## src/rtl/oled_string_writer.sv

```systemverilog
// oled_string_writer: 64-character frame buffer (4 pages x 16 columns) streamed to the
// OLED controller's character port with a valid/done handshake. Frames after the first
// are preceded by an updateString re-address pulse and a settle gap.
module oled_string_writer #(
    parameter int unsigned NUM_CHARS     = 64,
    parameter int unsigned SETTLE_CYCLES = 2048,
    parameter logic [6:0]  BLANK_CHAR    = 7'h20
) (
    input  logic       clock,
    input  logic       reset,
    input  logic       wrEn,
    input  logic [5:0] wrAddr,
    input  logic [6:0] wrChar,
    input  logic       refresh,
    output logic       ready,
    output logic       frameBusy,
    output logic       frameDone,
    output logic [6:0] sendData,
    output logic       sendDataValid,
    input  logic       sendDone,
    output logic       updateString
);

    localparam logic [5:0] LastIdx = 6'(NUM_CHARS - 1);
    localparam int unsigned SettleW = (SETTLE_CYCLES > 1) ? $clog2(SETTLE_CYCLES) : 1;
    localparam logic [SettleW-1:0] SettleLast = SettleW'(SETTLE_CYCLES - 1);

    typedef enum logic [2:0] {
        StClear,
        StIdle,
        StUpdate,
        StSettle,
        StFetch,
        StPresent,
        StRelease
    } stateT;

    stateT              state;
    logic [5:0]         idx;
    logic [SettleW-1:0] settleCnt;
    logic               pending;
    logic               firstFrame;
    logic [6:0]         rdData;
    logic [6:0]         mem [NUM_CHARS];

    logic       acceptWr;
    logic       memWe;
    logic [5:0] memAddr;
    logic [6:0] memData;

    assign acceptWr = wrEn && ready;

    // Buffer write port: the clear sweep owns the port, user writes only while ready
    always_comb begin
        memWe   = 1'b0;
        memAddr = wrAddr;
        memData = wrChar;
        if (state == StClear) begin
            memWe   = 1'b1;
            memAddr = idx;
            memData = BLANK_CHAR;
        end else if (acceptWr) begin
            memWe = 1'b1;
        end
    end

    // Character RAM with one-cycle synchronous read issued from FETCH
    always_ff @(posedge clock) begin
        if (memWe) begin
            mem[memAddr] <= memData;
        end
        if (state == StFetch) begin
            rdData <= mem[idx];
        end
    end

    // Frame sequencer with registered handshake and status outputs
    always_ff @(posedge clock) begin
        if (reset) begin
            state         <= StClear;
            idx           <= '0;
            settleCnt     <= '0;
            pending       <= 1'b0;
            firstFrame    <= 1'b0;
            ready         <= 1'b0;
            frameBusy     <= 1'b0;
            frameDone     <= 1'b0;
            sendData      <= '0;
            sendDataValid <= 1'b0;
            updateString  <= 1'b0;
        end else begin
            frameDone    <= 1'b0;
            updateString <= 1'b0;
            if (acceptWr || refresh) begin
                pending <= 1'b1;
            end
            unique case (state)
                StClear: begin
                    if (idx == LastIdx) begin
                        idx        <= '0;
                        pending    <= 1'b1;
                        firstFrame <= 1'b1;
                        ready      <= 1'b1;
                        state      <= StIdle;
                    end else begin
                        idx <= idx + 6'd1;
                    end
                end
                StIdle: begin
                    idx <= '0;
                    if (pending) begin
                        // A write or refresh landing in this very cycle must survive
                        pending   <= acceptWr || refresh;
                        frameBusy <= 1'b1;
                        if (firstFrame) begin
                            // Controller init already addressed page 0, column 0
                            state <= StFetch;
                        end else begin
                            updateString <= 1'b1;
                            state        <= StUpdate;
                        end
                    end
                end
                StUpdate: begin
                    settleCnt <= '0;
                    state     <= StSettle;
                end
                StSettle: begin
                    if (settleCnt == SettleLast) begin
                        state <= StFetch;
                    end else begin
                        settleCnt <= settleCnt + 1'b1;
                    end
                end
                StFetch: begin
                    state <= StPresent;
                end
                StPresent: begin
                    if (!sendDataValid) begin
                        // Never raise valid into a still-high acknowledge
                        if (!sendDone) begin
                            sendData      <= rdData;
                            sendDataValid <= 1'b1;
                        end
                    end else if (sendDone) begin
                        sendDataValid <= 1'b0;
                        state         <= StRelease;
                    end
                end
                StRelease: begin
                    if (!sendDone) begin
                        if (idx == LastIdx) begin
                            frameDone  <= 1'b1;
                            firstFrame <= 1'b0;
                            frameBusy  <= 1'b0;
                            state      <= StIdle;
                        end else begin
                            idx   <= idx + 6'd1;
                            state <= StFetch;
                        end
                    end
                end
                default: begin
                    state <= StClear;
                end
            endcase
        end
    end

endmodule

```

## config.mk

```make
export PLATFORM = sky130hd
export DESIGN_NAME = oled_string_writer
export DESIGN_NICKNAME = d
export VERILOG_FILES = /design/src/rtl/oled_string_writer.sv
export SDC_FILE = /design/constraint.sdc
export NUM_CORES = 1
export LEC_CHECK = 0
export ABC_AREA = 1
export CAP_MARGIN = 5
export CORE_ASPECT_RATIO = 2
export CORE_MARGIN = 2
export CORE_UTILIZATION = 35
export DETAILED_ROUTE_END_ITERATION = 8
export PLACE_DENSITY_LB_ADDON = 0.08
export REMOVE_ABC_BUFFERS = 1
export SLEW_MARGIN = 20
export SYNTH_ARGS = -nofsm -noshare
export SYNTH_HDL_FRONTEND = slang
export SYNTH_SLANG_ARGS = --single-unit
```

## constraint.sdc

```tcl
create_clock -name clock -period 5.05 [get_ports clock]
set_clock_uncertainty 0.1 [all_clocks]
set_input_delay 0.7575 -clock clock [delete_from_list [all_inputs] [get_ports clock]]
set_output_delay 0.7575 -clock clock [all_outputs]
set_load 0.1 [all_outputs]
```

==> flow_summary_export.csv <==
group,metric,value,unit
run_status,outcome,"complete, no violations",
synthesis,synth-edff-count,455,
sta,slew_headroom,24.0,%
sta,final-hold-violation-count,0,
synthesis,synth_seq_area_share,68.7,%
drt,drtIter0Drc,766,
critical_path,start_kind,"flop",
die,ios,30,
finish,syn_to_final_growth,11.9,%
global_routing,grt_antenna_before_repair,0,
global_routing,grt_pass1_vias,14356,
drt,detail-route-antenna-nets,0,
placement,gp_congestion,0.830,
drt,topRoutingLayerUsed,"met4",
synthesis,synth_flop_cell,"edfxtp_1",
critical_path,endpoint_kind,"flop",
die,die_area,0.0617,mm²
power_and_ir_drop,p_per_area,532,mW/mm²
synthesis,yosys_warnings,0,
sta,setup_tns,0,ns
critical_path,r2r_cells,6,
global_routing,grt_util_all_layers,20.2,%
synthesis,syn_area,0.0209,mm²
hold_path,worstHoldEndpoint,"settleCnt[10]$_SDFFE_PP0P_",
sta,min_period_over_period,71.1,%
sta,rsz0062_at_grt,"no",
clock_network,ctsResizeCount,0,
synthesis,ys_ff_latch,489,
sta,setup_viol_count_final,0,
drt,vias,13842,
synthesis,async_flop_share,0,%
critical_path,criticalPathCategory,"reg -> reg",
critical_path,reg2reg_from,"idx[4]$_SDFFE_PP0P_",
critical_path,r2r-end,"mem[55][0]$_DFFE_PP_",
die,die_h,349,µm
critical_path,critical_path.max_stage_delay,0.66,ns
critical_path,r2r_slack,1.46,ns
critical_path,cpMaxStageDelayCell,"nor2_1",
hold_path,hold_start,"settleCnt[10]$_SDFFE_PP0P_",
finish,final_util,39.6,%
die,die_width,177,µm
clock_network,cts_setup_buffers,0,
global_routing,grt_pass1_wl,90500,µm
finish,nets,2048,
power_and_ir_drop,p_leak,8.81,nW
hold_path,min_path_type,"reg -> reg",
clock_network,cts_inserted_buffers,45,
drt,drt-met1-wl,22200,µm
drt,drc,0,
sta,timing.fmax,278,MHz
die,rows,126,
clock_network,root_buffer,"clkbuf_16",
die,coreArea,0.0590,mm²
clock_network,cts_tree,"done",
sta,fin_crit,3.59,ns
drt,first_pass_iters,5,
clock_network,cts_hold_buffers,0,
critical_path,required,5.15,ns
placement,port_buffers,29,
clock_network,clkLatencyLatePin,0.57,ns
sta,timing.hold.ws,0.363,ns
critical_path,path_cells,"clkinv_1, o21ai_1, inv_1, nor2_1, nand3_1, nor2_1",
critical_path,arrival,3.69,ns
drt,wire_per_inst,21.7,µm
critical_path,path_max_fanout,17,
power_and_ir_drop,power,12.4,mW
drt,via_per_inst,4.89,
finish,drive_above_1_share,5.43,%
global_routing,grt_max_degree,83,
clock_network,clockBufferDepth,3,
synthesis,syn_avg_cell_area,10.3,µm²
sta,maxSlewViolCount,0,
drt,wirelength,61400,µm
power_and_ir_drop,vdd_drop_max,0.000336,V
critical_path,crit_top_cell,"nor2_1",
sta,worst_pin_slew,1.14,ns
run,cap_violations,0,
synthesis,ys_types,31,
finish,diodes,0,
drt,routed-wl-met2,33400,µm
clock_network,htreeDepth,2,
clock_network,clk_pin_slew_worst_paths,0.07,ns
synthesis,synthCells,2028,
drt,met3_length,2070,µm
clock_network,cts_sinks,489,
global_routing,grt-ovfl-total,0,
die,start_util,35.4,%
placement,dp_hpwl,39500,µm
hold_path,min_path_cells,2,
## state kept, by name, summed over array words and instances, names as in the netlist
signal and cells:
frameBusy 1, pending 1, firstFrame 1, updateString 1, mem 448, sendData 7, rdData 7, state 3
sendDataValid 1, ready 1, settleCnt 11, frameDone 1, idx 6
## worst max path at each step
| stage | start | endpoint | slack, ns | depth (start not counted) |
|---|---|---|---|---|
| 2_1_floorplan | idx[0]$_SDFFE_PP0P_ | mem[19][0]$_DFFE_PP_ | -4.34 | 4 |
| 3_3_place_gp | state[2]$_SDFFE_PP0P_ | mem[1][3]$_DFFE_PP_ | 1.48 | 6 |
| 3_5_place_dp | state[2]$_SDFFE_PP0P_ | mem[1][6]$_DFFE_PP_ | 1.45 | 6 |
| 4_1_cts | state[2]$_SDFFE_PP0P_ | mem[1][5]$_DFFE_PP_ | 1.44 | 6 |
| 5_1_grt | state[2]$_SDFFE_PP0P_ | mem[0][5]$_DFFE_PP_ | 1.21 | 6 |
| 6_report | idx[4]$_SDFFE_PP0P_ | mem[55][0]$_DFFE_PP_ | 1.46 | 6 |
## placed cells by master, fill, tap and decap left out, drive strengths merged
| master | synthesis | routed |
|---|---|---|
| o21ai | 37 | 37 |
| nor3 | 8 | 8 |
| o211ai | 23 | 23 |
| dfxtp | 34 | 34 |
| clkbuf | 56 | 63 |
| o21a | 1 | 1 |
| edfxtp | 455 | 455 |
| nor2 | 188 | 188 |
| bufinv | 0 | 3 |
| a31oi | 1 | 1 |
| buf | 41 | 21 |
| and2 | 1 | 1 |
| clkinvlp | 0 | 2 |
| clkinv | 2 | 16 |
| nand2 | 663 | 663 |
| a21oi | 47 | 47 |
| or2 | 3 | 3 |
| nand3 | 274 | 274 |
| inv | 179 | 177 |
| o21bai | 1 | 1 |
| nand4 | 9 | 9 |
| xor2 | 3 | 3 |
| clkdlybuf4s50 | 0 | 29 |
| ha | 2 | 2 |
## stage by stage
step | worst slack (ns) | instances | cell area (µm²)
final | 1.46 | 2829 | 23400
after global routing | 1.21 | 2829 | 23400
after CTS | 1.44 | 2829 | 23400
after detailed placement | 1.45 | 2749 | 22000
after global placement | 1.48 | 2749 | 22000
after floorplan | -4.34 | 1931 | 20500
## cells in the mapped netlist, types with 3 or more instances
master,instances,area [µm²]
nand2_1,661,2480
edfxtp_1,455,13700
nand3_1,274,1370
nor2_1,188,706
inv_1,171,642
clkbuf_1,56,210
a21oi_1,47,235
dfxtp_1,34,681
o21ai_0,31,155
buf_2,27,135
o211ai_1,23,173
buf_1,13,48.8
inv_2,8,30.0
nand4_2,8,100
nor3_1,7,35.0
o21ai_4,3,48.8
xor2_1,3,26.3
## worst max-delay path: cells and delay by family, from the launching register on
kind	cells	cell delay (ns)
and+or+nand+nor	3	1.22
AOI/OAI and AO/OA	1	0.51
buffers and inverters	2	0.75
DFF	1	0.63
## power by group
group	total, mW	leakage, nW	switching, mW	internal, mW
clock	3.32	0.672	1.47	1.86
sequential	5.28	4.42	0.201	5.08
combinational	3.82	3.73	3.00	0.818
total	12.4	8.81	4.67	7.75
## routing by layer
metal	up-vias	track usage, %
met5	-	0
met4	0	11.4
met3	142	2.17
met2	298	38.7
met1	6644	21.0
li1	6758	-
## cell families (layout without fill, tap and decap cells)
kind of cell	after synthesis	after routing	share of synthesized area, %
xor gates and xnor gates	3	3	0.126
adders and majority gates	2	2	0.120
AOI/OAI and AO/OA	110	110	3.12
DFF	489	489	68.7
buffers and inverters	278	311	5.20
and+or+nand+nor	1146	1146	22.7
## cell type report
cell class | count | area, µm²
clock buffer | 63 | 1230
clock inverter | 17 | 156
fill | 5807 | 35600
inverter | 181 | 686
multi-input combinational | 1261 | 5500
sequential | 489 | 14400
tap | 768 | 961
timing repair buffer | 50 | 473
Note: power is estimated with default switching activity, not from simulation.
